<file path="src/rtl/periph_axil_responder.sv">
// periph_axil_responder: AXI-Lite slave exposing NumRegs 64-bit registers
// starting at BaseAddr. Independent write (AW+W -> B) and read (AR -> R)
// engines; out-of-range accesses answer SLVERR and touch nothing.
//
// Handshake rule used on every channel: a beat transfers on the rising edge
// where valid and ready are both high; a source holds valid and payload
// stable until that edge, and every ready here depends only on registered
// state, never on an incoming valid.
module periph_axil_responder #(
    parameter int          AddrWidth = 64,
    parameter int          DataWidth = 64,
    parameter int          NumRegs   = 8,
    parameter logic [63:0] BaseAddr  = 64'h4000_0000
) (
    input  logic                           clk_i,
    input  logic                           rst_i,
    // write address
    input  logic                           awvalid_i,
    output logic                           awready_o,
    input  logic [AddrWidth-1:0]           awaddr_i,
    // write data
    input  logic                           wvalid_i,
    output logic                           wready_o,
    input  logic [DataWidth-1:0]           wdata_i,
    input  logic [DataWidth/8-1:0]         wstrb_i,
    // write response
    output logic                           bvalid_o,
    input  logic                           bready_i,
    output logic [1:0]                     bresp_o,
    // read address
    input  logic                           arvalid_i,
    output logic                           arready_o,
    input  logic [AddrWidth-1:0]           araddr_i,
    // read data
    output logic                           rvalid_o,
    input  logic                           rready_i,
    output logic [DataWidth-1:0]           rdata_o,
    output logic [1:0]                     rresp_o,
    // register view and commit strobes
    output logic [NumRegs*DataWidth-1:0]   regs_o,
    output logic [NumRegs-1:0]             wr_pulse_o,
    // FSM state visibility
    output logic                           dbg_w_state_o,
    output logic                           dbg_r_state_o
);

    localparam logic [0:0] W_IDLE = 1'b0;
    localparam logic [0:0] W_RESP = 1'b1;
    localparam logic [0:0] R_IDLE = 1'b0;
    localparam logic [0:0] R_DATA = 1'b1;

    localparam logic [1:0] RESP_OKAY   = 2'b00;
    localparam logic [1:0] RESP_SLVERR = 2'b10;

    localparam int IdxW = (NumRegs > 1) ? $clog2(NumRegs) : 1;
    localparam int NumBytes = DataWidth / 8;
    localparam logic [AddrWidth-1:0] BASE = BaseAddr[AddrWidth-1:0];
    localparam logic [AddrWidth-1:0] SPAN = AddrWidth'(NumRegs * 8);

    // state
    logic [0:0]            r_wstate;
    logic [0:0]            r_rstate;
    logic                  r_aw_latched;
    logic [AddrWidth-1:0]  r_awaddr;
    logic                  r_w_latched;
    logic [DataWidth-1:0]  r_wdata;
    logic [NumBytes-1:0]   r_wstrb;
    logic [1:0]            r_bresp;
    logic [DataWidth-1:0]  r_rdata;
    logic [1:0]            r_rresp;
    logic [NumRegs-1:0]    r_wr_pulse;
    logic [DataWidth-1:0]  r_regs [NumRegs];

    // write-side combinational
    logic                  w_aw_fire;
    logic                  w_w_fire;
    logic                  w_commit;
    logic [AddrWidth-1:0]  w_waddr;
    logic [DataWidth-1:0]  w_wdata;
    logic [NumBytes-1:0]   w_wstrb;
    logic [AddrWidth-1:0]  w_woff;
    logic                  w_w_inrange;
    logic [IdxW-1:0]       w_widx;

    // read-side combinational
    logic                  w_ar_fire;
    logic [AddrWidth-1:0]  w_roff;
    logic                  w_r_inrange;
    logic [IdxW-1:0]       w_ridx;

    // Readies come purely from state and latch flags (no valid->ready path).
    assign awready_o = (r_wstate == W_IDLE) && !r_aw_latched;
    assign wready_o  = (r_wstate == W_IDLE) && !r_w_latched;
    assign arready_o = (r_rstate == R_IDLE);

    assign bvalid_o  = (r_wstate == W_RESP);
    assign bresp_o   = r_bresp;
    assign rvalid_o  = (r_rstate == R_DATA);
    assign rdata_o   = r_rdata;
    assign rresp_o   = r_rresp;
    assign wr_pulse_o = r_wr_pulse;

    assign dbg_w_state_o = r_wstate;
    assign dbg_r_state_o = r_rstate;

    assign w_aw_fire = awvalid_i && awready_o;
    assign w_w_fire  = wvalid_i && wready_o;

    // A write commits as soon as both halves are held, either from an earlier
    // latch or from a beat arriving on this very edge.
    assign w_commit = (r_wstate == W_IDLE)
                    && (r_aw_latched || w_aw_fire)
                    && (r_w_latched  || w_w_fire);

    assign w_waddr = r_aw_latched ? r_awaddr : awaddr_i;
    assign w_wdata = r_w_latched  ? r_wdata  : wdata_i;
    assign w_wstrb = r_w_latched  ? r_wstrb  : wstrb_i;

    // Address decode: the subtraction wraps in AddrWidth bits, so the explicit
    // lower-bound test rejects addresses below the base that wrap into range.
    assign w_woff      = w_waddr - BASE;
    assign w_w_inrange = (w_waddr >= BASE) && (w_woff < SPAN);
    assign w_widx      = w_woff[IdxW+2:3];

    assign w_ar_fire   = arvalid_i && arready_o;
    assign w_roff      = araddr_i - BASE;
    assign w_r_inrange = (araddr_i >= BASE) && (w_roff < SPAN);
    assign w_ridx      = w_roff[IdxW+2:3];

    // Flatten the register file onto regs_o.
    for (genvar k = 0; k < NumRegs; k++) begin : g_regs_out
        assign regs_o[k*DataWidth +: DataWidth] = r_regs[k];
    end

    // Write channel: latch AW/W independently, commit when both present,
    // then hold the response until the master takes it.
    always_ff @(posedge clk_i or posedge rst_i) begin
        if (rst_i) begin
            r_wstate     <= W_IDLE;
            r_aw_latched <= 1'b0;
            r_awaddr     <= '0;
            r_w_latched  <= 1'b0;
            r_wdata      <= '0;
            r_wstrb      <= '0;
            r_bresp      <= RESP_OKAY;
            r_wr_pulse   <= '0;
            for (int k = 0; k < NumRegs; k++) begin
                r_regs[k] <= '0;
            end
        end else begin
            r_wr_pulse <= '0;
            case (r_wstate)
                W_IDLE: begin
                    if (w_commit) begin
                        // Latches are dropped here; readies stay low through
                        // W_RESP, so no new beat is taken before the B handshake.
                        r_aw_latched <= 1'b0;
                        r_w_latched  <= 1'b0;
                        r_wstate     <= W_RESP;
                        if (w_w_inrange) begin
                            r_bresp <= RESP_OKAY;
                            r_wr_pulse[w_widx] <= 1'b1;
                            for (int b = 0; b < NumBytes; b++) begin
                                if (w_wstrb[b]) begin
                                    r_regs[w_widx][8*b +: 8] <= w_wdata[8*b +: 8];
                                end
                            end
                        end else begin
                            r_bresp <= RESP_SLVERR;
                        end
                    end else begin
                        if (w_aw_fire) begin
                            r_aw_latched <= 1'b1;
                            r_awaddr     <= awaddr_i;
                        end
                        if (w_w_fire) begin
                            r_w_latched <= 1'b1;
                            r_wdata     <= wdata_i;
                            r_wstrb     <= wstrb_i;
                        end
                    end
                end
                W_RESP: begin
                    if (bready_i) begin
                        r_wstate <= W_IDLE;
                    end
                end
                default: r_wstate <= W_IDLE;
            endcase
        end
    end

    // Read channel: sample the register on AR acceptance (pre-write value if
    // a write commits on the same edge) and hold it until R is taken.
    always_ff @(posedge clk_i or posedge rst_i) begin
        if (rst_i) begin
            r_rstate <= R_IDLE;
            r_rdata  <= '0;
            r_rresp  <= RESP_OKAY;
        end else begin
            case (r_rstate)
                R_IDLE: begin
                    if (w_ar_fire) begin
                        r_rstate <= R_DATA;
                        if (w_r_inrange) begin
                            r_rdata <= r_regs[w_ridx];
                            r_rresp <= RESP_OKAY;
                        end else begin
                            r_rdata <= '0;
                            r_rresp <= RESP_SLVERR;
                        end
                    end
                end
                R_DATA: begin
                    if (rready_i) begin
                        r_rstate <= R_IDLE;
                    end
                end
                default: r_rstate <= R_IDLE;
            endcase
        end
    end

endmodule

</file>
<file path="config.mk">
export PLATFORM = sky130hd
export DESIGN_NAME = periph_axil_responder
export DESIGN_NICKNAME = d
export VERILOG_FILES = /design/src/rtl/periph_axil_responder.sv
export SDC_FILE = /design/constraint.sdc
export NUM_CORES = 1
export LEC_CHECK = 0
export BUFFER_PORTS_ARGS = -buffer_cell sky130_fd_sc_hd__buf_4
export CAP_MARGIN = 20
export CORE_MARGIN = 2
export CORE_UTILIZATION = 23
export CTS_CLUSTER_DIAMETER = 50
export CTS_CLUSTER_SIZE = 14
export DETAILED_ROUTE_END_ITERATION = 16
export SYNTH_ARGS = -nofsm -noshare
export SYNTH_HDL_FRONTEND = slang
export SYNTH_SLANG_ARGS = --single-unit
</file>
<file path="constraint.sdc">
create_clock -name clk_i -period 20.2 [get_ports clk_i]
set_clock_uncertainty 0.15 [all_clocks]
set_input_delay 1.01 -clock clk_i [delete_from_list [all_inputs] [get_ports clk_i]]
set_output_delay 1.01 -clock clk_i [all_outputs]
set_load 0.005 [all_outputs]
</file>
==> impl_metrics.csv <==
group,metric,value,unit
outcome,run_status,"finished clean",
logic_synthesis,synth_area,33400,µm²
timing,grt_setup_unrepaired,"false",
global_routing,grtUsageTotal,16.5,%
global_routing,first_global_vias,24100,
logic_synthesis,share_of_flip_flops_with_an_asynchronous_set_or_reset_after_synthesis,100,%
critical_path,crit_path_start_kind,"flop",
timing,setup_tns,0,ns
place,placed_cell_area,41500,µm²
critical_path,most_common_cell_type_on_the_critical_path,"buf_4",
timing,tightestPinTransition,1.00,ns
power,power.density,94.8,nW/µm²
timing,timing.final.hold_violations,0,
route,antenna_violating_nets_post_route,0,
critical_path,slowest_delay,0.71,ns
logic_synthesis,synthesized_area_per_cell,15.0,µm²
critical_path,slowest_stage,"nand4_2",
critical_path,worst_ep_required_time,20.61,ns
place,dpl.hpwl,90300,µm
route,route.detailed.vias_per_inst,4.67,
floorplanning,chip_width,385,µm
logic_synthesis,dominantRegCellSynth,"dfrtp_1",
logic_synthesis,ys_seq_elements,723,
logic_synthesis,synth.yosys.warnings,0,
place,io_buffer_count,793,
cells_and_area,final_layout_size_suffix_gt1_share,59.7,%
floorplanning,fp.dieArea,148000,µm²
floorplanning,effective_utilization_at_floorplan,23.2,%
route,dr.first_iter.drc_count,1136,
global_routing,grt_first_pass_wirelength,178000,µm
critical_path,r2r_setup_slack,14.52,ns
clock_network,clock_path_buffers,3,
timing,max-slew-margin-rel,33.1,%
global_routing,number_of_antenna_violations_at_the_first_check_in_global_routing,15,
critical_path,crit_chain,"buf_4 > inv_1 > nor4b_1 > a21oi_1 > or4_1 > a2111oi_1 > and4_4 > buf_4 > nand4_2 > mux2_2",
clock_network,cts_htree_levels,3,
logic_synthesis,number_of_flops_mapped_to_enable_cells_by_yosys,0,
floorplanning,ios,802,
critical_path,critical_path.reg2reg.endpoint,"regs_o[243]$_DFFE_PP0P_",
logic_synthesis,postSynthCellCount,2226,
clock_network,clock_sink_count,723,
power,vdd.ir_drop.worst,0.111,mV
critical_path,critical_path_arrival,6.09,ns
timing,slew_viol_final,0,
min_path,hold_path.class,"input port to async pin",
route,num_vias,23400,
timing,post-route-min-period,5.68,ns
clock_network,path_clk_slew,0.06,ns
clock_network,post-cts-setup-buffers,0,
place,routabilityCongestion,0.824,
place,placed_cells_incl_taps,4828,
cells_and_area,synthToLayoutAreaGrowth,34.5,%
critical_path,end_point_of_the_critical_path,"regs_o[243]$_DFFE_PP0P_",
route,remaining_drc_errors,0,
route,total_routed_length,125000,µm
clock_network,cts-root-buf,"clkbuf_16",
timing,period_utilization_post_route,28.1,%
power,p_leak,22.1,nW
cells_and_area,stdcell_count,5009,
cells_and_area,layout.cells.most_common_list,"buf_4 (820), dfrtp_1 (721), mux2_2 (664)",
critical_path,startpoint,"r_aw_latched$_DFFE_PP0P_",
critical_path,reg2regPathDepth,10,
clock_network,cts_tree,"done",
flow_run,max-cap-violations,0,
critical_path,critical_path.max_fanout,58,
global_routing,grt_max_degree,159,
cells_and_area,fillers,14400,
cells_and_area,layout.cell_area.non_filler,44900,µm²
floorplanning,placementRows,139,
clock_network,insertion_delay,0.68,ns
critical_path,crit_path_end_kind,"flop",
floorplanning,die_h,385,µm
logic_synthesis,synth.yosys.seq_area_share,54.2,%
timing,setup-violations-final,0,
route,drt-pass1-iter-count,6,
critical_path,worst_setup_path_class,"flop to flop",
logic_synthesis,number_of_distinct_library_cells_after_synthesis,59,
clock_network,numCtsBuffers,94,
clock_network,cts.repair.resized,0,
critical_path,r2r_start,"r_aw_latched$_DFFE_PP0P_",
cells_and_area,num-nets-final,3228,
route,wire_per_inst,25.0,µm
global_routing,gr-total-overflow,0,
floorplanning,coreArea,144000,µm²
timing,timing.fmax,176,MHz
clock_network,post_cts_hold_buffer_count,0,
cells_and_area,layout.cells.most_common,"buf_4",
cell type report:
cell class / instances / area, µm² / share of cell area [%]
antenna: 7 / 17.5 / 0.0390
timing repair buffer: 824 / 6220 / 13.8
clock buffer: 105 / 2490 / 5.53
inverter: 8 / 33.8 / 0.0752
clock inverter: 69 / 927 / 2.06
sequential: 723 / 18100 / 40.3
multi-input combinational: 1370 / 14800 / 32.9
tap: 1903 / 2380 / 5.30
routing by layer:
metal,share of wire (%),up-vias,routed length [µm],track usage (%)
met5,0.024,-,30,0
met4,2.7,4,3420,5.17
met3,7.5,195,9380,5.06
met2,50,791,62900,28.1
met1,40,12300,49700,19.8
li1,-,10100,-,-
state kept, by name (all words and copies together), names as in the netlist:
name / count
bvalid_o: 1
r_awaddr: 61
dbg_r_state_o: 1
r_aw_latched: 1
r_wdata: 64
regs_o: 512
r_wstrb: 8
rdata_o: 64
r_w_latched: 1
bresp_o: 1
wr_pulse_o: 8
rresp_o: 1
synth_stat cells, drive strengths merged (3+ instances only):
| master | count | area, µm² |
|---|---|---|
| mux2i | 86 | 861 |
| mux2 | 712 | 8020 |
| nor4 | 28 | 188 |
| o211ai | 4 | 30.0 |
| a22oi | 4 | 30.0 |
| mux4 | 128 | 2880 |
| or3 | 11 | 68.8 |
| nor2 | 46 | 173 |
| inv | 8 | 30.0 |
| a31oi | 3 | 18.8 |
| or4 | 8 | 60.1 |
| or4b | 5 | 50.1 |
| nor3 | 36 | 180 |
| o21ai | 72 | 360 |
| nand4 | 54 | 805 |
| nand3 | 3 | 15.0 |
| or3b | 5 | 43.8 |
| nand2b | 3 | 18.8 |
| nor4b | 6 | 52.6 |
| xor2 | 7 | 61.3 |
| dfrtp | 723 | 18100 |
| o31ai | 3 | 22.5 |
| nand3b | 3 | 22.5 |
| a21oi | 10 | 50.1 |
| clkbuf | 66 | 248 |
| buf | 60 | 355 |
| nand2 | 87 | 327 |
| and3 | 18 | 113 |
how the worst min path moves through the flow:
stage                     slack (ns)  cells past startpoint                      from                       end
after detailed placement        0.32                      2   rdata_o[22]$_DFFE_PP0P_   rdata_o[22]$_DFFE_PP0P_
final                           0.24                      2                     rst_i   regs_o[242]$_DFFE_PP0P_
after CTS                       0.18                      2                     rst_i   regs_o[242]$_DFFE_PP0P_
after floorplan                 0.32                      1  r_awaddr[22]$_DFFE_PP0P_  r_awaddr[22]$_DFFE_PP0P_
after global placement          0.32                      2   rdata_o[55]$_DFFE_PP0P_   rdata_o[55]$_DFFE_PP0P_
after global routing            0.21                      2                     rst_i   regs_o[242]$_DFFE_PP0P_
through the flow:
stage | hold WS, ns | power (mW) | worst slack (ns) | util (%)
3_3_place_gp | 0.316 | 2.47 | 14.48 | 28.9
3_5_place_dp | 0.322 | 2.49 | 14.43 | 28.9
5_1_grt | 0.214 | 4.45 | 14.20 | 31.2
6_report | 0.240 | 4.26 | 14.52 | 31.2
2_1_floorplan | 0.320 | 2.21 | 9.14 | -
4_1_cts | 0.183 | 4.32 | 14.42 | 31.2
critical path, delay by kind of cell (launching register included):
family	cells	cell delay, ns
simple gates	4	2.22
buf+inv	3	1.61
flops	1	0.57
mux	1	0.49
compound gates	2	0.44
power breakdown:
| group | switching [mW] | internal (mW) |
|---|---|---|
| clock network | 0.731 | 1.08 |
| logic | 0.455 | 0.300 |
| registers | 0.105 | 1.59 |
kinds of logic after synthesis:
logic type	count (synthesis)	share of synthesized area [%]
flip-flops	723	54.2
buffers and inverters	134	1.90
other	1	0.0112
AO/OA/AOI/OAI	117	2.08
multiplexers	926	35.2
AND/OR/NAND/NOR	318	6.45
XOR/XNOR	7	0.184
(Power assumes the default switching activity.)
